**src/rtl/gates_using_decoder_if.sv**
```systemverilog
// Command/result bus for gates_using_decoder: opcode and operands in, decoded gate result out.
// A transfer happens on a rising clk edge where valid && ready; valid never waits on ready.
interface gates_using_decoder_if #(
  parameter int WIDTH = 1,
  parameter int CNT_W = 8
);
  logic             in_valid;
  logic             in_ready;
  logic [2:0]       op;
  logic [WIDTH-1:0] a;
  logic [WIDTH-1:0] b;
  logic             sweep;
  logic             out_valid;
  logic             out_ready;
  logic [7:0]       onehot;
  logic [WIDTH-1:0] y;
  logic [2:0]       out_op;
  logic             illegal;
  logic [CNT_W-1:0] op_count;

  modport master (
    output in_valid, op, a, b, sweep, out_ready,
    input  in_ready, out_valid, onehot, y, out_op, illegal, op_count
  );

  modport slave (
    input  in_valid, op, a, b, sweep, out_ready,
    output in_ready, out_valid, onehot, y, out_op, illegal, op_count
  );
endinterface

```
**src/rtl/gates_using_decoder.sv**
```systemverilog
// Decodes a binary gate opcode to a one-hot select and evaluates that bitwise gate on
// latched operands; sweep mode steps opcodes 0..6 over the same operands.
module gates_using_decoder #(
  parameter int WIDTH = 1,
  parameter int CNT_W = 8
) (
  input  logic                    clk,
  input  logic                    rst,
  gates_using_decoder_if.slave    bus,
  output logic [1:0]              state_dbg
);

  typedef enum logic [1:0] {
    IDLE = 2'd0,
    EVAL = 2'd1,
    OUT  = 2'd2
  } state_t;

  localparam logic [CNT_W-1:0] CNT_ONE = 1;

  state_t           state, state_nxt;
  logic [WIDTH-1:0] a_q, b_q;
  logic             sweep_q;
  logic [2:0]       cur_op;
  logic [WIDTH-1:0] y_q, gate_y;
  logic [7:0]       onehot_q;
  logic [2:0]       out_op_q;
  logic             illegal_q;
  logic [CNT_W-1:0] op_count_q;
  logic             accept, handoff, sweep_more;

  assign accept     = (state == IDLE) && bus.in_valid;
  assign handoff    = (state == OUT) && bus.out_ready;
  assign sweep_more = sweep_q && (cur_op < 3'd6);

  always_ff @(posedge clk or posedge rst) begin
    if (rst) state <= IDLE;
    else     state <= state_nxt;
  end

  always_comb begin
    state_nxt = state;
    case (state)
      IDLE:    if (bus.in_valid) state_nxt = EVAL;
      EVAL:    state_nxt = OUT;
      OUT:     if (bus.out_ready) state_nxt = sweep_more ? EVAL : IDLE;
      default: state_nxt = IDLE;
    endcase
  end

  // Opcode 7 (and any undefined code) yields an all-zero result.
  always_comb begin
    gate_y = '0;
    case (cur_op)
      3'd0: gate_y = a_q & b_q;
      3'd1: gate_y = a_q | b_q;
      3'd2: gate_y = ~a_q;
      3'd3: gate_y = ~(a_q | b_q);
      3'd4: gate_y = ~(a_q & b_q);
      3'd5: gate_y = a_q ^ b_q;
      3'd6: gate_y = ~(a_q ^ b_q);
      default: gate_y = '0;
    endcase
  end

  always_ff @(posedge clk or posedge rst) begin
    if (rst) begin
      a_q        <= '0;
      b_q        <= '0;
      sweep_q    <= 1'b0;
      cur_op     <= 3'd0;
      y_q        <= '0;
      onehot_q   <= 8'h00;
      out_op_q   <= 3'd0;
      illegal_q  <= 1'b0;
      op_count_q <= '0;
    end else begin
      if (accept) begin
        a_q     <= bus.a;
        b_q     <= bus.b;
        sweep_q <= bus.sweep;
        cur_op  <= bus.sweep ? 3'd0 : bus.op;
      end
      if (state == EVAL) begin
        y_q       <= gate_y;
        onehot_q  <= 8'h01 << cur_op;
        out_op_q  <= cur_op;
        illegal_q <= (cur_op == 3'd7);
      end
      if (handoff) begin
        op_count_q <= op_count_q + CNT_ONE;
        if (sweep_more) cur_op <= cur_op + 3'd1;
      end
    end
  end

  // in_ready is forced low while rst is held, even though state is already IDLE.
  assign bus.in_ready  = (state == IDLE) && !rst;
  assign bus.out_valid = (state == OUT);
  assign bus.y         = y_q;
  assign bus.onehot    = onehot_q;
  assign bus.out_op    = out_op_q;
  assign bus.illegal   = illegal_q;
  assign bus.op_count  = op_count_q;
  assign state_dbg     = state;

endmodule

```
**src/flat_wrapper.sv**
```systemverilog
// flat-port wrapper written by rule: the top's interface ports become plain ports
module gates_using_decoder_flat 
#(
  parameter int WIDTH = 1,
  parameter int CNT_W = 8
)
  (clk, rst, state_dbg, bus_in_valid, bus_op, bus_a, bus_b, bus_sweep, bus_out_ready, bus_in_ready, bus_out_valid, bus_onehot, bus_y, bus_out_op, bus_illegal, bus_op_count);
  gates_using_decoder_if #(.WIDTH(WIDTH), .CNT_W(CNT_W)) bus_i ();
  input  logic clk;
  input  logic rst;
  output logic [1:0] state_dbg;
  input wire logic [$bits(bus_i.in_valid)-1:0] bus_in_valid;
  input wire logic [$bits(bus_i.op)-1:0] bus_op;
  input wire logic [$bits(bus_i.a)-1:0] bus_a;
  input wire logic [$bits(bus_i.b)-1:0] bus_b;
  input wire logic [$bits(bus_i.sweep)-1:0] bus_sweep;
  input wire logic [$bits(bus_i.out_ready)-1:0] bus_out_ready;
  output wire logic [$bits(bus_i.in_ready)-1:0] bus_in_ready;
  output wire logic [$bits(bus_i.out_valid)-1:0] bus_out_valid;
  output wire logic [$bits(bus_i.onehot)-1:0] bus_onehot;
  output wire logic [$bits(bus_i.y)-1:0] bus_y;
  output wire logic [$bits(bus_i.out_op)-1:0] bus_out_op;
  output wire logic [$bits(bus_i.illegal)-1:0] bus_illegal;
  output wire logic [$bits(bus_i.op_count)-1:0] bus_op_count;
  assign bus_i.in_valid = bus_in_valid;
  assign bus_i.op = bus_op;
  assign bus_i.a = bus_a;
  assign bus_i.b = bus_b;
  assign bus_i.sweep = bus_sweep;
  assign bus_i.out_ready = bus_out_ready;
  assign bus_in_ready = bus_i.in_ready;
  assign bus_out_valid = bus_i.out_valid;
  assign bus_onehot = bus_i.onehot;
  assign bus_y = bus_i.y;
  assign bus_out_op = bus_i.out_op;
  assign bus_illegal = bus_i.illegal;
  assign bus_op_count = bus_i.op_count;
  gates_using_decoder #(.WIDTH(WIDTH), .CNT_W(CNT_W)) u_core (.clk(clk), .rst(rst), .bus(bus_i), .state_dbg(state_dbg));
endmodule
```
**config.mk**
```make
export PLATFORM = sky130hd
export DESIGN_NAME = gates_using_decoder_flat
export DESIGN_NICKNAME = d
export VERILOG_FILES = /design/src/rtl/gates_using_decoder_if.sv /design/src/rtl/gates_using_decoder.sv /design/src/flat_wrapper.sv
export SDC_FILE = /design/constraint.sdc
export NUM_CORES = 1
export LEC_CHECK = 0
export BUFFER_PORTS_ARGS = -buffer_cell sky130_fd_sc_hd__clkbuf_2
export CORE_ASPECT_RATIO = 1.1
export CORE_MARGIN = 2
export CORE_UTILIZATION = 47
export DETAILED_ROUTE_END_ITERATION = 8
export GPL_TIMING_DRIVEN = 1
export PLACE_DENSITY = 0.8
export SLEW_MARGIN = 30
export SYNTH_ARGS = -nofsm -noshare
export SYNTH_HDL_FRONTEND = slang
export SYNTH_SLANG_ARGS = --single-unit
```
**constraint.sdc**
```tcl
create_clock -name clk -period 1.5 [get_ports clk]
set_clock_uncertainty 0.2 [all_clocks]
set_input_delay 0.45 -clock clk [delete_from_list [all_inputs] [get_ports clk]]
set_output_delay 0.45 -clock clk [all_outputs]
set_load 0.01 [all_outputs]
```
# After elaboration in Yosys (flattened, before gate mapping)
# Index checks and enable logic that the tools add are counted.
[totals]
regBits = 29
output_inout_bits = 25
[op_classes]
add_sub_neg = 2
order_cmp = 1
n_eq_ne = 11
shift = 1
n_mux = 9
bitwise = 7
reduce_logical = 8
[ops]
columns = ["cell", "n"]
rows = [
  ["3-bit == test, second input constant", 4],
  ["3-bit two-way mux", 4],
  ["8-bit by 1-bit adder with 8-bit output, second input constant", 1],
  ["1-bit by 3-bit left shift with 8-bit output, first input constant", 1],
  ["1-bit one-hot mux with 7 select lines", 1],
  ["3-bit by 2-bit == test with 1-bit output, second input constant", 2],
  ["2-bit one-hot mux with 3 select lines", 1],
  ["1-bit logical AND", 4],
  ["2-bit two-way mux", 2],
  ["2-bit != test, second input constant", 2],
  ["1-bit inverter", 4],
  ["3-bit by 1-bit adder with 3-bit output, second input constant", 1],
  ["3-bit by 1-bit == test with 1-bit output, second input constant", 1],
  ["3-bit logical NOT", 1],
  ["3-bit less-than comparator, second input constant", 1],
  ["2-bit by 1-bit == test with 1-bit output, second input constant", 1],
  ["2-bit == test, second input constant", 1],
  ["2-bit logical NOT", 1],
  ["2-bit AND reduction", 1],
  ["1-bit AND", 1],
  ["1-bit logical NOT", 1],
  ["1-bit two-way mux", 1],
  ["1-bit bitwise OR", 1],
  ["1-bit bitwise XOR", 1],
]

# Depth between registers and ports, before layout
[logic_depth]
word_depth = 5
mapped_depth = 5
depth_no_buf = 5

# Worst setup path before layout
# Ideal clock, no wire load.
[synth_path]
path_kind = "flip-flop to flip-flop"
from = "register u_core.state[1] (netlist: u_core.state_dbg[1])"
to = "register u_core.sweep_q"
setup_time_ns = 0.125
t_arrival_ns = 1.253
t_required_ns = 1.175
path_slack_ns = -0.078
path_stages_with_launch = 4
period_less_slack_ns = 1.578
path_cell_list = "dfrtp_1 buf_6 or3b_4 mux2_4"
[synth_via]
elab_chain_cells = 2
[synth_lines]
columns = ["item", "line_no", "source"]
rows = [
  ["start: declaration", "gates_using_decoder.sv:21", "state_t state, state_nxt;"],
  ["start signal: assignment", "gates_using_decoder.sv:38", "else state <= state_nxt;"],
  ["2-bit logical NOT", "gates_using_decoder.sv:32", "assign accept = (state == IDLE) && bus.in_valid;"],
  ["1-bit logical AND", "gates_using_decoder.sv:32", ""],
  ["end signal: assignment", "gates_using_decoder.sv:81", "sweep_q <= bus.sweep;"],
  ["end: declaration", "gates_using_decoder.sv:23", "logic sweep_q;"],
]
# Every way passes these cells.
# A chain may end at the register's enable or synchronous reset.

# Worst setup path after layout
[layout_path]
from = "register u_core.state[0] (netlist: u_core.state_dbg[0])"
to = "register u_core.sweep_q"
# The elaborated chain is that of the path after synthesis.

==> metrics.txt <==
# TYPE chip_impl_metric gauge
chip_impl_metric{name="n_fill_cell",unit=""} 192
chip_impl_metric{name="internal_portion_of_total_power",unit="W"} 0.00243
chip_impl_metric{name="syn_to_final_growth",unit="%"} 51.5
chip_impl_metric{name="finalHoldViolCount",unit=""} 0
chip_impl_info{name="holdCritPathClass",value="input port to flop"} 1
chip_impl_metric{name="sequentialPowerShare",unit=""} 0.321
chip_impl_metric{name="synth.lib_cells_used.distinct",unit=""} 33
chip_impl_info{name="post_synth_main_area_contributors",value="dfrtp_1, ha_1, nand2_1, o21ai_1, xnor2_1"} 1
chip_impl_metric{name="static-leakage-power",unit="nW"} 1.13
chip_impl_metric{name="final.min_clock_period",unit="ns"} 1.76
chip_impl_info{name="run_status",value="finished with violations"} 1
chip_impl_metric{name="dp.final_hpwl",unit="µm"} 2060
chip_impl_metric{name="rows",unit=""} 20
chip_impl_info{name="clock_tree_from_tritoncts",value="done"} 1
chip_impl_metric{name="timing.slew.headroom",unit=""} 0.763
chip_impl_info{name="hold-path-endpoint",value="u_core.b_q$_DFFE_PP0N_"} 1
chip_impl_metric{name="routabilityCongestion",unit=""} 0.772
chip_impl_metric{name="max_stage_delay",unit="ns"} 0.46
chip_impl_metric{name="detailroute.via_count",unit=""} 1226
chip_impl_metric{name="design.core.area",unit="µm²"} 2800
chip_impl_metric{name="totalWireLength",unit="µm"} 3470
chip_impl_metric{name="finalSetupViolCount",unit=""} 39
chip_impl_metric{name="postSynthAreaPerCell",unit="µm²"} 10.7
chip_impl_metric{name="clock_sinks",unit=""} 28
chip_impl_metric{name="drv_cap",unit=""} 0
chip_impl_info{name="critical_path.reg2reg.startpoint",value="u_core.state_dbg[0]$_DFFE_PP0P_"} 1
chip_impl_metric{name="post-route-period-util",unit=""} 1.17
chip_impl_metric{name="grt_start_max_net_pins",unit=""} 29
chip_impl_metric{name="cp.arrival",unit="ns"} 1.79
chip_impl_info{name="setup.worst_path.start_class",value="flop"} 1
chip_impl_info{name="timing.critical_path.to_type",value="flop"} 1
chip_impl_metric{name="ir_worst_vdd",unit="mV"} 1.30
chip_impl_metric{name="final_layout_size_suffix_gt1_frac",unit=""} 0.555
chip_impl_info{name="synth-main-ff-cell",value="dfrtp_1"} 1
chip_impl_metric{name="floorplan.initialDensity",unit=""} 0.496
chip_impl_info{name="cell_by_cell_trace_of_the_critical_path",value="buf_4, buf_4, or3b_4, mux2_4"} 1
chip_impl_info{name="synth.largest_area_cell",value="dfrtp_1"} 1
chip_impl_metric{name="mappedNetlistArea",unit="µm²"} 1390
chip_impl_metric{name="async_flop_share",unit=""} 1.00
chip_impl_metric{name="cts.reportedPaths.clkPinSlew",unit="ns"} 0.15
chip_impl_metric{name="drtPass1Iterations",unit=""} 5
chip_impl_metric{name="achievable-frequency",unit="GHz"} 0.569
chip_impl_info{name="netlist_top_cells_count",value="dfrtp_1, nand2_1, ha_1"} 1
chip_impl_metric{name="worst_ep_required_time",unit="ns"} 1.54
chip_impl_metric{name="antenna_left",unit=""} 0
chip_impl_metric{name="nNetsFinal",unit=""} 229
chip_impl_metric{name="clock_power_share",unit=""} 0.095
chip_impl_metric{name="route.detailed.drc",unit=""} 0
chip_impl_metric{name="placement.io_buffers",unit=""} 34
chip_impl_metric{name="netlist.area_leader.share",unit=""} 0.505
chip_impl_metric{name="worst_hold_path.num_cells",unit=""} 3
chip_impl_metric{name="place_inst",unit=""} 202
chip_impl_info{name="worst_path_most_repeated_cell",value="buf_4"} 1
chip_impl_metric{name="die_area",unit="µm²"} 3410
chip_impl_metric{name="htree_levels",unit=""} 1
chip_impl_metric{name="grt_pass1_vias",unit=""} 1148
chip_impl_info{name="path_delay_family",value="flip-flops"} 1
chip_impl_metric{name="synth-edff-count",unit=""} 0
chip_impl_metric{name="critical_path.n_buffers_inverters",unit=""} 2
chip_impl_metric{name="numCtsBuffers",unit=""} 3
chip_impl_metric{name="synthesis_warning_total",unit=""} 0
chip_impl_metric{name="netlist_instances",unit=""} 130
chip_impl_metric{name="floorplan.die.width",unit="µm"} 55.8
chip_impl_metric{name="worstMarginPinSlew",unit="ns"} 0.354
chip_impl_metric{name="synth.ff_latch_count",unit=""} 28
chip_impl_info{name="cts-root-buf",value="clkbuf_4"} 1
chip_impl_metric{name="comb_power_share",unit=""} 0.584
chip_impl_metric{name="mappedNetlistNets",unit=""} 149
chip_impl_info{name="synth.most_common_cell",value="dfrtp_1"} 1
chip_impl_metric{name="grt.overflow.total",unit=""} 0
chip_impl_metric{name="clockBufferDepth",unit=""} 2
chip_impl_metric{name="boundary_pins",unit=""} 35
chip_impl_metric{name="synth_sequential_area_ratio",unit=""} 0.505
chip_impl_info{name="crit-reg2reg-capture",value="u_core.sweep_q$_DFFE_PP0N_"} 1
chip_impl_metric{name="stdcell_count",unit=""} 242
chip_impl_metric{name="r2r_setup_slack",unit="ns"} -0.26
chip_impl_metric{name="post-place-ws",unit="ns"} -0.0709
chip_impl_metric{name="post_detailed_route_via_to_cell_ratio",unit=""} 5.07
chip_impl_metric{name="power_per_cell_area",unit="nW/µm²"} 1880
chip_impl_info{name="violations",value="negative setup slack"} 1
chip_impl_info{name="criticalPathCategory",value="flop to flop"} 1
chip_impl_metric{name="dieHeight",unit="µm"} 61.0
chip_impl_metric{name="number_of_antenna_violations_at_the_first_check_in_global_routing",unit=""} 0
chip_impl_metric{name="worst_slack",unit="ns"} -0.256
chip_impl_info{name="unrepaired_setup_endpoints_after_global_routing",value="yes"} 1
chip_impl_metric{name="worstRegToRegCells",unit=""} 4
chip_impl_metric{name="first_iter_violations",unit=""} 30
chip_impl_metric{name="post_drt_wl_per_cell",unit="µm"} 14.4
chip_impl_metric{name="antenna_diode_instance_count",unit=""} 0
chip_impl_metric{name="setup_total_negative_slack",unit="ns"} -2.86
chip_impl_metric{name="critical_path.max_fanout",unit=""} 4
chip_impl_metric{name="worstSkewPairLatency",unit="ns"} 0.33
chip_impl_metric{name="grt_pass1_wl",unit="µm"} 5120
chip_impl_metric{name="netSwitchingPower",unit="W"} 0.00153
chip_impl_metric{name="power.switching_fraction",unit=""} 0.385
chip_impl_metric{name="grt.total_usage",unit=""} 0.191
chip_impl_metric{name="final_max_slew_viol_count",unit=""} 0
chip_impl_info{name="min-delay-start",value="bus_b"} 1
chip_impl_info{name="worst_path_max_delay_cell",value="dfrtp_2"} 1
## cell families (layout without fill, tap and decap cells)
logic type / count (synthesis) / in the layout / synth area share
buffers and inverters: 12 / 90 / 0.0432
flip-flops: 28 / 28 / 0.505
AND/OR/NAND/NOR: 46 / 47 / 0.184
XOR/XNOR: 8 / 8 / 0.0504
adder cells (fa/ha/maj): 9 / 9 / 0.0811
AO/OA/AOI/OAI: 21 / 21 / 0.0883
multiplexers: 6 / 6 / 0.0486
## per-stage QoR
| stage | util | total power (W) | area, µm² | hold WS [ns] |
|---|---|---|---|---|
| 2_1_floorplan | - | 0.00220 | 1390 | 0.272 |
| 5_1_grt | 0.751 | 0.00425 | 2100 | 0.109 |
| 3_5_place_dp | 0.586 | 0.00275 | 1640 | 0.270 |
| 3_3_place_gp | 0.586 | 0.00266 | 1640 | 0.258 |
| 6_report | 0.751 | 0.00396 | 2100 | 0.126 |
| 4_1_cts | 0.665 | 0.00345 | 1860 | 0.120 |
## worst register-to-register path, cell delays in order, from the launching register on
cell     delay (ns)
dfrtp_2        0.46
buf_4          0.15
buf_4          0.14
or3b_4         0.41
mux2_4         0.31
## worst max-delay path by stage
| stage | cells after the start | endpoint | startpoint | slack [ns] |
|---|---|---|---|---|
| after global routing | 2 | bus_in_ready | u_core.state_dbg[0]$_DFFE_PP0P_ | -0.33 |
| after detailed placement | 3 | u_core.sweep_q$_DFFE_PP0N_ | bus_in_valid | -0.07 |
| after floorplan | 3 | u_core.sweep_q$_DFFE_PP0N_ | u_core.state_dbg[1]$_DFFE_PP0P_ | -0.06 |
| final | 4 | u_core.sweep_q$_DFFE_PP0N_ | u_core.state_dbg[0]$_DFFE_PP0P_ | -0.26 |
| after global placement | 3 | u_core.sweep_q$_DFFE_PP0N_ | bus_in_valid | -0.05 |
| after CTS | 3 | bus_out_valid | u_core.state_dbg[0]$_DFFE_PP0P_ | -0.26 |
## power by group through the flow
stage	logic, W	clock network [W]	registers [W]
after global placement	0.00138	0	0.00128
final	0.00231	0.000375	0.00127
after floorplan	0.000852	0	0.00134
after detailed placement	0.00144	0	0.00131
after global routing	0.00252	0.000424	0.00131
after CTS	0.00185	0.000377	0.00123
## per-layer routing
| metal | track usage | vias up | share of wire |
|---|---|---|---|
| li1 | - | 598 | - |
| met1 | 0.232 | 592 | 0.41 |
| met2 | 0.372 | 36 | 0.55 |
| met3 | 0.0294 | 0 | 0.042 |
| met4 | 0.0306 | 0 | 0 |
| met5 | 0 | - | 0 |
## placed cells by master (no fill, tap or decap), types with 2 or more instances in the layout
master and instances:
o211ai_1 2, dfrtp_1 23, nand4_1 3, nand2_1 20, clkbuf_2 30, ha_4 2, clkbuf_4 3, xor2_1 4
mux2i_1 3, xnor2_1 4, buf_6 8, nor2b_1 2, inv_1 4, mux2_4 2, o21ai_0 2, o21ai_2 2
dfrtp_2 5, nand3b_1 2, buf_2 2, nand2_2 3, ha_1 6, nand2b_4 2, o21ai_1 9, a31oi_1 2
inv_2 3, nor3_4 2, buf_4 38
## final cells by class
type                            instances  area, µm²  share of cell area
Multi-Input combinational cell         91        748               0.356
Sequential cell                        28        707               0.336
Timing Repair Buffer                   79        546               0.259
Tap cell                               33       41.3              0.0196
Clock buffer                            4       36.3              0.0172
Inverter                                7       26.3              0.0125
## state kept, by name, indices dropped and copies added (netlist names)
signal,cells
u_core.bus.op_count,8
u_core.state_dbg,2
u_core.bus.illegal,1
u_core.bus.onehot,7
u_core.b_q,1
u_core.a_q,1
u_core.cur_op,3
u_core.sweep_q,1
u_core.bus.y,1
u_core.bus.out_op,3
## timing repair
item / 4_1_cts / 5_1_grt
hold endpoints to repair: 28 / 0
setup endpoints to repair: 30 / 43
gates resized for setup: 12 / 36
buffers inserted: 19 / 15
pin swaps: 7 / 18
hold buffers: 1 / 0
cloned: 0 / 1
No activity file was read; power rests on OpenSTA's default activity.
